--- src/rtl/adder_sched_pkg.sv ---
// Shared types and constants for the adder scheduler: FSM encoding, requester
// count default and result-id width.
package adder_sched_pkg;

  typedef enum logic [1:0] {
    IDLE = 2'b00,
    EXEC = 2'b01,
    RESP = 2'b10
  } state_t;

  localparam int N_REQ_DEF = 4;
  localparam int ID_W      = 2;
  localparam int ADDER_W   = 32;

endpackage

--- src/rtl/adder.sv ---
// Shared 32-bit adder: eight 4-bit carry-lookahead slices with the group
// carry of each slice feeding the next.
module Adder (
  input  logic [31:0] a,
  input  logic [31:0] b,
  input  logic        cin,
  output logic [31:0] sum,
  output logic        cout
);

  for (genvar s = 0; s < 8; s++) begin : g_slice
    logic [3:0] g;
    logic [3:0] p;
    logic [3:0] ci;
    logic       c_in;
    logic       c_out;

    if (s == 0) begin : g_first
      assign c_in = cin;
    end else begin : g_chain
      assign c_in = g_slice[s-1].c_out;
    end

    assign g     = a[4*s +: 4] & b[4*s +: 4];
    assign p     = a[4*s +: 4] ^ b[4*s +: 4];
    assign ci[0] = c_in;
    assign ci[1] = g[0] | (p[0] & c_in);
    assign ci[2] = g[1] | (p[1] & g[0]) | (p[1] & p[0] & c_in);
    assign ci[3] = g[2] | (p[2] & g[1]) | (p[2] & p[1] & g[0]) | (p[2] & p[1] & p[0] & c_in);
    assign c_out = g[3] | (p[3] & g[2]) | (p[3] & p[2] & g[1])
                 | (p[3] & p[2] & p[1] & g[0]) | ((&p) & c_in);
    assign sum[4*s +: 4] = p ^ ci;
  end

  assign cout = g_slice[7].c_out;

endmodule

--- src/rtl/adder_scheduler_rr_pick.sv ---
// Combinational round-robin picker: the first active request at or after ptr
// (with wrap) wins.
module rr_pick
  import adder_sched_pkg::*;
#(
  parameter int N_REQ = N_REQ_DEF
) (
  input  logic [N_REQ-1:0] req,
  input  logic [ID_W-1:0]  ptr,
  output logic [N_REQ-1:0] gnt,
  output logic [ID_W-1:0]  idx,
  output logic             found
);

  logic [ID_W-1:0] cand;

  always_comb begin
    // NOTE: every combinational output gets a default first so no path leaves it unassigned (no latch).
    idx  = '0;
    cand = '0;
    // Walk from the farthest offset down so the closest hit to ptr wins.
    for (int off = N_REQ - 1; off >= 0; off--) begin
      cand = ID_W'((int'(ptr) + off) % N_REQ);
      if (req[cand]) idx = cand;
    end
    found = |req;
    gnt   = '0;
    if (found) gnt[idx] = 1'b1;
  end

endmodule

--- src/rtl/adder_scheduler.sv ---
// Round-robin scheduler sharing one Adder among N_REQ requesters.
// Optional ADDER_SCHED_STATS_EN adds a saturating accepted-result counter op_count.
module adder_scheduler
  import adder_sched_pkg::*;
#(
  parameter int N_REQ = N_REQ_DEF,
  parameter int W     = ADDER_W
) (
  input  logic               clk,
  input  logic               rst,
  input  logic [N_REQ-1:0]   req,
  input  logic [N_REQ*W-1:0] a_flat,
  input  logic [N_REQ*W-1:0] b_flat,
  input  logic [N_REQ-1:0]   cin,
  input  logic [N_REQ-1:0]   sub,
  output logic [N_REQ-1:0]   gnt,
  output logic               res_valid,
  input  logic               res_ready,
  output logic [ID_W-1:0]    res_id,
  output logic [W-1:0]       res_sum,
  output logic               res_cout,
  output logic               res_ovf
`ifdef ADDER_SCHED_STATS_EN
  , output logic [15:0]      op_count
`endif
);

  state_t          state, state_nxt;
  logic [ID_W-1:0] ptr;
  logic [N_REQ-1:0] pick_gnt;
  logic [ID_W-1:0] pick_idx;
  logic            pick_found;
  logic            grant_ok;

  logic [W-1:0]    sel_a, sel_b;
  logic            sel_cin, sel_sub;
  logic [W-1:0]    op_a, op_b;
  logic            op_c;
  logic [ID_W-1:0] op_id;
  logic [W-1:0]    add_sum;
  logic            add_cout;

  rr_pick #(.N_REQ(N_REQ)) u_pick (
    .req   (req),
    .ptr   (ptr),
    .gnt   (pick_gnt),
    .idx   (pick_idx),
    .found (pick_found)
  );

  Adder u_adder (
    .a    (op_a),
    .b    (op_b),
    .cin  (op_c),
    .sum  (add_sum),
    .cout (add_cout)
  );

  assign grant_ok  = !rst && pick_found && (state == IDLE || (state == RESP && res_ready));
  assign gnt       = grant_ok ? pick_gnt : '0;
  assign res_valid = (state == RESP);

  always_comb begin
    sel_a   = '0;
    sel_b   = '0;
    sel_cin = 1'b0;
    sel_sub = 1'b0;
    for (int i = 0; i < N_REQ; i++) begin
      if (pick_idx == ID_W'(i)) begin
        sel_a   = a_flat[i*W +: W];
        sel_b   = b_flat[i*W +: W];
        sel_cin = cin[i];
        sel_sub = sub[i];
      end
    end
  end

  always_comb begin
    state_nxt = state;
    case (state)
      IDLE:    if (grant_ok) state_nxt = EXEC;
      EXEC:    state_nxt = RESP;
      RESP:    if (res_ready) state_nxt = grant_ok ? EXEC : IDLE;
      default: state_nxt = IDLE;
    endcase
  end

  always_ff @(posedge clk) begin
    // NOTE: sequential state uses non-blocking assignments so every register samples pre-edge values.
    if (rst) begin
      state    <= IDLE;
      ptr      <= '0;
      res_id   <= '0;
      res_sum  <= '0;
      res_cout <= 1'b0;
      res_ovf  <= 1'b0;
    end else begin
      state <= state_nxt;
      if (grant_ok) ptr <= (pick_idx == ID_W'(N_REQ - 1)) ? '0 : pick_idx + 1'b1;
      if (state == EXEC) begin
        res_id   <= op_id;
        res_sum  <= add_sum;
        res_cout <= add_cout;
        res_ovf  <= (op_a[W-1] == op_b[W-1]) && (add_sum[W-1] != op_a[W-1]);
      end
    end
  end

  // NOTE: operand registers carry no reset; they are only read in EXEC, which is reached solely via a grant that loads them.
  always_ff @(posedge clk) begin
    if (grant_ok) begin
      op_a  <= sel_a;
      op_b  <= sel_sub ? ~sel_b : sel_b;
      op_c  <= sel_sub ? 1'b1 : sel_cin;
      op_id <= pick_idx;
    end
  end

`ifdef ADDER_SCHED_STATS_EN
  always_ff @(posedge clk) begin
    if (rst) op_count <= '0;
    else if (res_valid && res_ready && op_count != 16'hFFFF) op_count <= op_count + 16'd1;
  end
`endif

endmodule
--- config.mk ---
export PLATFORM = sky130hd
export DESIGN_NAME = adder_scheduler
export DESIGN_NICKNAME = d
export VERILOG_FILES = /design/src/rtl/adder_sched_pkg.sv /design/src/rtl/adder.sv /design/src/rtl/adder_scheduler_rr_pick.sv /design/src/rtl/adder_scheduler.sv
export SDC_FILE = /design/constraint.sdc
export NUM_CORES = 1
export LEC_CHECK = 0
export CAP_MARGIN = 20
export CELL_PAD_IN_SITES_DETAIL_PLACEMENT = 0
export CELL_PAD_IN_SITES_GLOBAL_PLACEMENT = 1
export CORE_MARGIN = 10
export CORE_UTILIZATION = 25
export CTS_BUF_LIST = sky130_fd_sc_hd__clkbuf_4
export CTS_CLUSTER_SIZE = 10
export DETAILED_ROUTE_END_ITERATION = 7
export DONT_BUFFER_PORTS = 1
export GPL_ROUTABILITY_DRIVEN = 0
export PLACE_DENSITY_LB_ADDON = 0.2
export SLEW_MARGIN = 20
export SYNTH_ARGS = -nofsm -noshare
export SYNTH_HDL_FRONTEND = slang
export SYNTH_SLANG_ARGS = --single-unit
--- constraint.sdc ---
create_clock -name clk -period 6.6 [get_ports clk]
set_input_delay 0.99 -clock clk [delete_from_list [all_inputs] [get_ports clk]]
set_output_delay 0.99 -clock clk [all_outputs]
set_load 0.005 [all_outputs]
==> impl_results.md <==
* Final nets at 1098
* Clk_lat worst skew at 0.49 ns
* Antenna violations before repair at 2
* Max-cap violations at 0
* Post-DRT Antenna Nets at 0
* Cell area after synthesis at 7100 um2
* Vias in the first global route at 5901
* Wire length of the first global-routing pass at between 30 and 40 mm
* Clock Skew at around 0.025 ns
* Worst path max stage delay at 0.63 ns
* Critical path required time at around 5.6 ns
* WP data arrival at about 3.2 ns
* Slowest-stage cell, CP: ha_4
* CTS Sinks at 107
* CP Launch Point: req[0]
* Die area at 35500 um2
* Final Critical Period at between 4 and 5 ns
* Fillcell total at 3128
* Post_cts resized at 0
* Initial core utilization at 0.254
* Die Width at 189 um
* Setup_tns at 0 ns
* Post-synth top area share at 0.283
* Worst IR drop on VDD at 0.0799 mV
* CP Launch Type: input port
* Yosys warning count at 0
* Gr usage total at 0.137
* Grt total ovfl at 0
* Commonest cells in the netlist: nand2_1 (115), a21oi_1 (109), nor2_1 (94)
* Hold-fix buffers, CTS at 0
* I/O Pins at between 300 and 400
* Crit end category: output pin
* Synth area leader: edfxtp_1
* Final period util at 0.629
* Final setup viols at 0
* Pin count of the biggest net entering global routing at approximately 90
* DRT Pass-1 Iters at 4
* WL final at roughly 26 mm
* Core Box Area at about 28000 um2
* Synth cell types at 56
* Sequential fraction of the synthesis area at 0.396
* Top post-synthesis cells by area: edfxtp_1 (28%), dfxtp_1 (11%), a21oi_1 (7.7%), a22oi_1 (6.9%), ha_1 (6.3%)
* Synth Instances at 824
* Synth Net Count at 1139
* Root Driver: clkbuf_4
* Placed Instances at 1150
* Achievable clock frequency at ~0.24 GHz
* Most frequent cell after synthesis: nand2_1
* Dominant synthesized flop cell: edfxtp_1
* Post-CTS setup repair buffer count at 0
* DP HPWL at 21.0 mm
* IO buf count at 0
* Cell Chain, Critical Path: inv_1 > nor2_1 > a21oi_1 > o22ai_1 > a21oi_1 > inv_1 > ha_4 > buf_4 > and2_1
* Final hold vios at 0
* Asr flop ratio synth at 0
* Clock slew at reported path FFs at 0.15 ns
* Post-route DRC at 0
* Max-slew headroom at 0.445
* Power density cells at approximately 300 nW/um2
* Die height at between 150 and 200 um
* Number of enable flip-flop cells after synthesis at 67
* Number of DRC markers in iteration 0 at 300
* Max FO, Critical Path at 73
* CTS tree: done
* Measured slew at the worst slew-check pin at between 0.8 and 0.9 ns
* FP Rows at around 60
* Status: finished, final reports clean
* Cts bufs inserted at 9
* Post-DR vias/cell at 4.80
* Hold WC Path Type: reg -> reg
* Area grow syn2layout at 6.77%
* Critical setup path kind: in -> out
* Routed WL per cell at 21.9 um
* Max Slew Vio Count at 0
* RSZ-0062 raised after global routing: no
* Post-synthesis register bit count at 107
* Layout cells sized above 1 at 0.0596
* Hold Startpoint: res_sum[15]
* Synth Area per Inst at between 8 and 9 um2
* CTS Buffer Depth at 2
* Lkg Pwr at 2.61 nW
* H-tree levels at 3
* Routed vias at 5612
* R2R Path Start: ptr[0]
* Non-filler cells, final at 1169
## where the power goes
part / total (mW) / switching, mW / internal [mW] / leakage (nW)
registers: 0.969 / 0.0938 / 0.875 / 0.974
clock network: 0.358 / 0.240 / 0.117 / 0.0690
logic: 0.978 / 0.579 / 0.399 / 1.56
## metal layers
metal  global-route usage  wire length [um]  part of all wire  vias up
met3               0.0428              2060             0.081        9
met4               0.0281               181            0.0071        0
met1                0.185             12100              0.47     2529
li1                     -                 -                 -     2869
met2                0.209             11200              0.44      205
met5                    0                 0                 0        -
## registers in the layout, summed over array words and instances, names as in the netlist
| name | cells |
|---|---|
| op_a | 32 |
| op_b | 32 |
| op_c | 1 |
| op_id | 2 |
| ptr | 2 |
| res_cout | 1 |
| res_id | 2 |
| res_ovf | 1 |
| res_sum | 32 |
| state | 2 |
## kinds of logic (layout without fill, tap and decap cells)
| logic type | count (synthesis) | in the layout | share of synthesized area |
|---|---|---|---|
| simple gates | 241 | 241 | 0.142 |
| xor+xnor | 51 | 51 | 0.0629 |
| flops | 107 | 107 | 0.396 |
| other cells | 0 | 3 | 0 |
| mux | 2 | 2 | 0.00282 |
| compound gates | 299 | 299 | 0.261 |
| fa+ha+maj | 44 | 44 | 0.0860 |
| buf+inv | 80 | 44 | 0.0492 |
## placed cells by master, fill, tap and decap left out, types with 3 or more instances in the layout
cell and instances:
nand2_1 115, a21oi_1 109, nor2_1 94, o21ai_0 72
edfxtp_1 67, a22oi_1 65, xnor2_1 48, dfxtp_1 40
ha_1 33, inv_1 19, a211oi_1 12, clkbuf_4 9
buf_4 9, a21o_1 8, fa_1 8, nor2b_1 4
and2_1 4, diode_2 3, o21ai_1 3, o21bai_1 3
o21a_1 3, o22ai_1 3, nand2b_1 3, xor2_1 3
nor3_1 3, clkinvlp_4 3
## final timing paths
check                              endpoint  slack [ns]  cells past startpoint
worst max-delay path                 gnt[2]        2.45                      9
worst min-delay path            res_sum[15]        0.48                      2
worst max register to register     op_b[15]        2.61                     13
worst min register to register  res_sum[15]        0.48                      2
## worst max-delay path: cells and delay by family
family                     cells  cell delay, ns
buffers and inverters          3            0.80
AOI/OAI and AO/OA              3            0.34
and+or+nand+nor                2            0.36
adders and majority gates      1            0.63
## final cells by class
class	count	area (um2)	share of cell area
Inverter	19	71.3	0.00941
Multi-Input combinational cell	637	4010	0.528
Antenna cell	3	7.51	0.000990
Timing Repair Buffer	9	67.6	0.00891
Clock inverter	7	75.1	0.00990
Tap cell	378	473	0.0624
Clock buffer	9	67.6	0.00891
Sequential cell	107	2810	0.371
## metrics by stage
stage | utilization | hold WS [ns] | worst slack, ns | area (um2) | total power, mW
2_1_floorplan | - | 0.446 | 1.68 | 7110 | 1.70
3_3_place_gp | 0.266 | 0.468 | 2.05 | 7430 | 1.98
3_5_place_dp | 0.266 | 0.470 | 1.96 | 7430 | 1.99
4_1_cts | 0.271 | 0.493 | 2.42 | 7570 | 2.36
5_1_grt | 0.271 | 0.482 | 2.17 | 7580 | 2.51
6_report | 0.271 | 0.482 | 2.45 | 7580 | 2.30
Note: power is estimated with default switching activity, not from simulation.
